### config.mk
export PLATFORM = sky130hd
export DESIGN_NAME = mult_div_unit
export DESIGN_NICKNAME = d
export VERILOG_FILES = /design/src/rtl/md_defs.sv /design/src/rtl/md_iter_step.sv /design/src/rtl/mult_div_unit.sv
export SDC_FILE = /design/constraint.sdc
export NUM_CORES = 1
export LEC_CHECK = 0
export CORE_UTILIZATION = 44
export DETAILED_ROUTE_END_ITERATION = 10
export GPL_TIMING_DRIVEN = 0
export PLACE_DENSITY_LB_ADDON = 0.2
export SLEW_MARGIN = 10
export SYNTH_ARGS = -nofsm -noshare
export SYNTH_HDL_FRONTEND = slang
export SYNTH_SLANG_ARGS = --single-unit
export TNS_END_PERCENT = 50
### constraint.sdc
create_clock -name clock -period 3.55 [get_ports clock]
set_input_delay 0.8875 -clock clock [delete_from_list [all_inputs] [get_ports clock]]
set_output_delay 0.8875 -clock clock [all_outputs]
set_load 0.02 [all_outputs]
### src/rtl/md_defs.sv
// md_defs: shared op codes, FSM states and default width for the multiply/divide unit
package md_defs;
  localparam int WIDTH_DEF = 32;
  typedef enum logic [2:0] {
    MD_MULT  = 3'b000,
    MD_MULTU = 3'b001,
    MD_DIV   = 3'b010,
    MD_DIVU  = 3'b011,
    MD_MTHI  = 3'b100,
    MD_MTLO  = 3'b101
  } md_op_e;
  typedef enum logic [1:0] {IDLE, RUN, FIX} md_state_e;
endpackage

### src/rtl/md_iter_step.sv
// md_iter_step: one shift-add (multiply) or restoring shift-subtract (divide) iteration
module md_iter_step #(
  parameter int WIDTH = 32
) (
  input  logic               div,
  input  logic [2*WIDTH-1:0] acc,
  input  logic [WIDTH-1:0]   operand,
  output logic [2*WIDTH-1:0] nxt,
  output logic               qbit
);
  logic [WIDTH:0] sum, shl, diff;
  // divide packs {remainder, dividend/quotient}; the quotient bit fills the vacated lsb
  always_comb begin
    sum  = {1'b0, acc[2*WIDTH-1:WIDTH]} + {1'b0, {WIDTH{acc[0]}} & operand};
    shl  = acc[2*WIDTH-1:WIDTH-1];
    diff = shl - {1'b0, operand};
    qbit = div & ~diff[WIDTH];
    nxt  = div ? {qbit ? diff[WIDTH-1:0] : shl[WIDTH-1:0], acc[WIDTH-2:0], 1'b0}
               : {sum, acc[WIDTH-1:1]};
  end
endmodule

### src/rtl/mult_div_unit.sv
// mult_div_unit: iterative signed/unsigned multiply and divide with HI/LO result registers
module mult_div_unit
  import md_defs::*;
#(
  parameter int WIDTH = WIDTH_DEF
) (
  input  logic             clock,
  input  logic             reset_n,
  input  logic             start,
  input  logic [2:0]       op,
  input  logic [WIDTH-1:0] a,
  input  logic [WIDTH-1:0] b,
  output logic             busy,
  output logic             done,
  output logic             div_zero,
  output logic [WIDTH-1:0] hi,
  output logic [WIDTH-1:0] lo
);
  localparam int CW = $clog2(WIDTH);
  md_state_e state, state_d;
  logic [CW-1:0] count;
  logic is_div, neg_p, neg_r, step_q, accept, dz, sa, sb;
  logic [WIDTH-1:0] m, mag_a, mag_b;
  logic [2*WIDTH-1:0] acc, step_acc, res;
  md_iter_step #(.WIDTH(WIDTH)) u_step (
    .div(is_div), .acc(acc), .operand(m), .nxt(step_acc), .qbit(step_q)
  );
  assign busy = state != IDLE;
  always_comb begin
    accept  = state == IDLE && start && !op[2];
    dz      = op[1] && b == '0;
    sa      = !op[0] && a[WIDTH-1];
    sb      = !op[0] && b[WIDTH-1];
    mag_a   = sa ? -a : a;
    mag_b   = sb ? -b : b;
    state_d = state == IDLE ? (accept ? (dz ? FIX : RUN) : IDLE)
            : state == RUN  ? (count == CW'(WIDTH-1) ? FIX : RUN)
            : IDLE;
    // quotient follows the product sign rule; remainder takes the dividend's sign
    res = is_div ? {neg_r ? -acc[2*WIDTH-1:WIDTH] : acc[2*WIDTH-1:WIDTH],
                    neg_p ? -acc[WIDTH-1:0] : acc[WIDTH-1:0]}
                 : (neg_p ? -acc : acc);
  end
  always_ff @(posedge clock or negedge reset_n) begin
    if (!reset_n) begin
      state    <= IDLE;
      count    <= '0;
      is_div   <= 1'b0;
      neg_p    <= 1'b0;
      neg_r    <= 1'b0;
      m        <= '0;
      acc      <= '0;
      done     <= 1'b0;
      div_zero <= 1'b0;
      hi       <= '0;
      lo       <= '0;
    end else begin
      state <= state_d;
      done  <= state == FIX;
      if (accept) begin
        is_div   <= op[1];
        neg_p    <= sa ^ sb;
        neg_r    <= sa;
        m        <= op[1] ? mag_b : mag_a;
        acc      <= {{WIDTH{1'b0}}, op[1] ? mag_a : mag_b};
        count    <= '0;
        div_zero <= dz;
      end
      if (state == IDLE && start && op == MD_MTHI) hi <= a;
      if (state == IDLE && start && op == MD_MTLO) lo <= a;
      if (state == RUN) begin
        acc   <= {step_acc[2*WIDTH-1:1], step_acc[0] | step_q};
        count <= count + 1'b1;
      end
      if (state == FIX && !div_zero) {hi, lo} <= res;
    end
  end
endmodule

### Word level (Yosys, flattened, before mapping)

Cells that the tools add are included.

| operators by class | value |
|---|---|
| add/sub/neg operators | 8 |
| $mul | 0 |
| div/mod/pow operators | 0 |
| order comparisons | 0 |
| eq/ne operators | 5 |
| shifts and indexed selects | 0 |
| multiplexer cells | 23 |
| bitwise operators | 5 |
| reduce and logical (&&, ||, !) cells | 17 |

Operators by type and width:

| operator | count |
|---|---|
| $mux 32 | 11 |
| $mux 64 | 5 |
| $neg 32->32 | 4 |
| $neg 64->64 | 1 |
| $add 32x32->33 | 1 |
| $sub 33x32->33 | 1 |
| $and 32x32->32 | 1 |
| $logic_not 32->1 | 1 |
| $mux 2 | 5 |
| $mux 5 | 2 |
| $logic_and 1x1->1 | 8 |
| $reduce_bool 2->1 | 4 |
| $eq 3x3->1 const B | 2 |
| $add 5x1->5 const B | 1 |
| $eq 5x5->1 const B | 1 |
| $logic_not 1->1 | 3 |
| $eq 2x1->1 const B | 1 |
| $eq 2x2->1 const B | 1 |
| $logic_not 2->1 | 1 |
| $and 1x1->1 | 1 |
| $not 1->1 | 1 |
| $or 1x1->1 | 1 |
| $xor 1x1->1 | 1 |

| storage, ports and cells | value |
|---|---|
| bits in registers | 172 |
| bits in latches | 0 |
| memory bits (writable) | 0 |
| ROM bits | 0 |
| output and inout port bits | 67 |
| logic and storage cells | 69 |
| memories kept | 0 |

### Depth between registers and ports, before layout

| logic depth | value |
|---|---|
| depth in word-level cells | 7 |
| depth in mapped cells | 14 |
| gate-level depth less buffers | 13 |

### Hierarchy

Synthesis repeated with hierarchy kept, for this count alone.

| unflattened totals | value |
|---|---|
| cell total of the unflattened synthesis | 1,872 |
| area total of the unflattened synthesis | 15,449.8 um^2 |

Modules (own cells, without submodules):

| module | instances | cells an instance | area an instance (um^2) |
|---|---|---|---|
| mult_div_unit | 1 | 1,231 | 10,936.7 |
| md_iter_step | 1 | 641 | 4,513.1 |

### Least setup slack after synthesis

Ideal clock, no wire load.

| path | value |
|---|---|
| kind | reg-to-reg |
| from | register acc[0] |
| to | register acc[58] |
| library setup time | 126 ps |
| arrival | 3,319 ps |
| data required time | 3,424 ps |
| setup slack | 105 ps |
| cell stages (with the launch flop) | 14 |
| path buffers | 1 |
| cells stage by stage | dfrtp_1 inv_1 clkbuf_1 nor2_1 ha_1 and3_1 a221o_1 a31oi_1 o21ai_0 a2111oi_0 nor2_1 or3b_1 a31oi_1 o31ai_1 |

| on the way | value |
|---|---|
| cells in the longest elaborated chain, start to end | 4 |

Ends and longest elaborated chain:

| item | RTL line | text |
|---|---|---|
| start: declaration | mult_div_unit.sv:24 | `logic [2*WIDTH-1:0] acc, step_acc, res;` |
| start signal: assignment | mult_div_unit.sv:65 | `acc <= {{WIDTH{1'b0}}, op[1] ? mag_a : mag_b};` |
| start signal: assignment | mult_div_unit.sv:72 | `acc <= {step_acc[2*WIDTH-1:1], step_acc[0] \| step_q};` |
| $and 32x32->32 | md_iter_step.sv:14 | `sum = {1'b0, acc[2*WIDTH-1:WIDTH]} + {1'b0, {WIDTH{acc[0]}} & operand};` |
| $add 32x32->33 | md_iter_step.sv:14 |  |
| $mux 64 | md_iter_step.sv:18 | `nxt = div ? {qbit ? diff[WIDTH-1:0] : shl[WIDTH-1:0], acc[WIDTH-2:0], 1'b0}` |
| $mux 64 | mult_div_unit.sv:71 | `if (state == RUN) begin` |

Every way passes these cells.
A chain may end at the register's enable or synchronous reset.

### Worst setup path in the final report

| path | value |
|---|---|
| from | input a[5] |
| to | register acc[28] |

| on the way | value |
|---|---|
| cells in the longest elaborated chain, start to end | 5 |

Ends and longest elaborated chain:

| item | RTL line | text |
|---|---|---|
| start: declaration | mult_div_unit.sv:11 | `input logic [WIDTH-1:0] a,` |
| $neg 32->32 | mult_div_unit.sv:34 | `mag_a = sa ? -a : a;` |
| $mux 32 | mult_div_unit.sv:34 |  |
| $mux 32 | mult_div_unit.sv:65 |  |
| $mux 64 | mult_div_unit.sv:60 | `if (accept) begin` |
| $mux 64 | mult_div_unit.sv:71 |  |

Every way passes these cells. The select of a mux whose other input is x is not followed.

==> reports/qor.csv <==
stage,metric,value,unit
cts,insertion_delay,450,ps
final_layout,final_common_cell,nand2_1,
drt,vias,15900,
power,net-switching-power,10.5,mW
synthesis,synth_top_area_share,0.284,
power,power_frac_clock,0.098,
cts,cts_sinks,172,
cts,cts.path.max_buffers,2,
worst_setup_path,worst_ep_arrival_time,3910,ps
synthesis,ys_ff_latch,172,
sta,worst_pin_slew,1080,ps
job,maxCapViolCount,0,
run_status,violations,negative setup slack,
cts,cts_root_buf,clkbuf_16,
place,dp_slack,-1110,ps
final_layout,final_core_util,0.539,
final_layout,area_growth_syn_to_layout,19.8,%
synthesis,synth_edf_count,0,
synthesis,synth_top_area_cell,dfrtp_1,
sta,worst_slack,-27.7,ps
sta,slew_headroom,0.283,
worst_setup_path,endpoint_kind,register,
grt,grt_pass1_vias,15100,
final_layout,final_cell_mix,"nand2_1 (204), o21ai_0 (199), nor2_1 (178)",
drt,drtAntennaViolNets,0,
worst_setup_path,path_common_cell,nor4_4,
drt,drc,0,
worst_setup_path,critPathSlowestCell,clkdlybuf4s50_1,
final_layout,fillCellCount,3260,
power,sequentialPowerShare,0.209,
power,leakage,7.23,nW
sta,period_minus_slack,3580,ps
final_layout,drive_gt1_frac,0.0679,
floorplanning,core,33700,um2
cts,hold_buffers,0,
floorplanning,die_area,35200,um2
worst_setup_path,path_cells,clkdlybuf4s50_1 > nor4_4 > nand4_1 > nor4_4 > a31o_2 > o21ai_0 > a21oi_1 > xor2_1 > a211oi_1 > a311o_1,
power,max-vdd-ir-drop,489,uV
worst_setup_path,slowest_delay,660,ps
min_path,hp-class,in2async,
cts,htreeDepth,4,
drt,drt_iter0_drc,1727,
sta,fmax,0.280,GHz
run_status,outcome,"complete, but fails checks",
synthesis,ys.flop_type,dfrtp_1,
sta,finalSetupViolations,2,
worst_setup_path,worstPathRequired,3880,ps
sta,finalMaxSlewViolations,0,
final_layout,num_antenna_cells,0,
floorplanning,die_x,188,um
floorplanning,initial_core_util,0.450,
final_layout,regArea,4310,um2
floorplanning,fp.dieH,188,um
power,power_frac_comb,0.694,
synthesis,ys_seq_area_frac,0.284,
grt,gr-total-overflow,0,
sta,skew,21.2,ps
floorplanning,row_count,67,
drt,wl,61.0,mm
worst_setup_path,cp_max_fo,5,
sta,period_share,1.01,
cts,cts_made_buffers,17,
synthesis,syn_nets,2084,
place,port_buffers,129,
power,p_per_area,1100,nW/um2
synthesis,syn_area,15200,um2
floorplanning,io_pins,137,
power,p_int,9.47,mW
worst_setup_path,crit_type,in2reg,
sta,report.final.hold_viol_count,0,
grt,grt_usage,0.343,
final_layout,fin_nets,2250,
synthesis,syn_inst,1942,
cts,clkTransAtPathRegs,70,ps
drt,wl_per_cell,23.7,um
worst_setup_path,worst_setup_path_start_kind,input port,
drt,dr.pass1.iters,5,
drt,vias_per_cell,6.18,
final_layout,multi_input_area,10500,um2
sta,rsz0062_at_grt,yes,
grt,grt_max_degree,89,
grt,grt_pass1_wl,91.8,mm
place,hpwl,47.8,mm
place,gp_congestion,0.941,
cts,cts_tree,built,
synthesis,yosys_warnings,0,
synthesis,synth_cell_types,80,
grt,antenna_found_initial,0,
synthesis,synth_async_sr_flop_share,1.00,
synthesis,synthTopCellsByArea,"dfrtp_1 (28%), o21ai_0 (6.7%), mux2i_1 (6.1%)",
synthesis,syn_area_per_cell,7.81,um2
power,swShare,0.526,
worst_setup_path,rrSetupSlack,100,ps
-- registers in the layout, indices dropped and copies added (netlist names) --
register  flops
neg_p         1
hi           32
state         2
lo           32
done          1
is_div        1
acc          64
neg_r         1
m            32
count         5
div_zero      1
-- logic make-up (layout without fill, tap and decap cells) --
kind of cell | count (synthesis) | in the layout | synth area share
AOI/OAI and AO/OA | 647 | 647 | 0.262
xor gates and xnor gates | 166 | 166 | 0.0958
adders and majority gates | 72 | 72 | 0.0604
buffers and inverters | 194 | 373 | 0.0483
DFF | 172 | 172 | 0.284
muxes | 101 | 101 | 0.0674
and+or+nand+nor | 590 | 590 | 0.183
-- metal layers --
layer	GRT usage	share of wire	wire length (um)
met1	0.462	0.43	26000
met2	0.515	0.43	25900
met3	0.0846	0.10	6140
met4	0.157	0.048	2950
met5	0	0	0
-- final cells by class --
| type | instances | area share |
|---|---|---|
| multi-input cells | 1576 | 0.575 |
| clock buffers | 20 | 0.0257 |
| well taps | 448 | 0.0308 |
| inverters | 72 | 0.0149 |
| flip-flops and latches | 172 | 0.237 |
| plain buffers | 121 | 0.0280 |
| repair buffers | 148 | 0.0811 |
| clock inverters | 12 | 0.00688 |
-- what timing repair did --
item | 4_1_cts | 5_1_grt
gates resized for setup | 50 | 44
buffers inserted | 5 | 13
pin swaps | 11 | 11
setup endpoints to repair | 61 | 89
-- final timing paths --
kind                            to  startpoint  cells after the start
max                        acc[28]        a[5]                     10
min                          lo[5]     reset_n                      1
max reg2reg                acc[58]     acc[31]                     14
min reg2reg                  m[26]       m[26]                      1
max in group asynchronous  acc[37]     reset_n                      2
min in group clock           m[26]       m[26]                      1
-- synthesized netlist by cell type (9+ instances only) --
cell and number:
o211ai_1 25, o22ai_1 13, or3_1 11, nand2b_1 15, nor2_1 180, xnor2_1 95
clkbuf_1 99, a211oi_1 64, or4_1 13, nand4_1 14, nor2b_1 24, a31oi_1 26
xor2_1 71, and2_1 9, a21oi_1 170, o21ai_0 204, o21a_1 20, mux2i_1 92
and3_1 10, nor4_1 17, dfrtp_1 172, o31ai_1 26, buf_1 19, nand2_1 205
mux2_2 9, a21o_1 22, nor3_1 43, ha_1 70, nand3_1 14, inv_1 72
-- per-stage QoR --
| stage | setup TNS, ps | cell area [um2] | hold slack [ps] | total power [mW] | std cells |
|---|---|---|---|---|---|
| detailed placement | -54300 | 17100 | 470 | 16.9 | 2520 |
| CTS | -28.2 | 17900 | 468 | 19.3 | 2556 |
| floorplan | 0 | 15200 | 449 | 12.7 | 1942 |
| global placement | -1068380 | 17000 | 464 | 16.8 | 2519 |
| global route | -106 | 18200 | 495 | 21.4 | 2569 |
| finish | -40.2 | 18200 | 435 | 20.0 | 2569 |
-- worst max-delay path: cells and delay by family --
kind,cells,cell delay (ps)
AO/OA/AOI/OAI,5,1040
XOR/XNOR,1,340
buffers and inverters,1,660
AND/OR/NAND/NOR,3,970
-- power groups by stage --
stage	sequential, mW	clock, mW	combinational [mW]
after floorplan	4.02	0	8.72
after global placement	4.11	0	12.6
after detailed placement	4.14	0	12.8
after CTS	4.09	1.96	13.3
after global routing	4.27	2.03	15.1
final	4.17	1.96	13.9
Power figures use the tool's default switching activity.
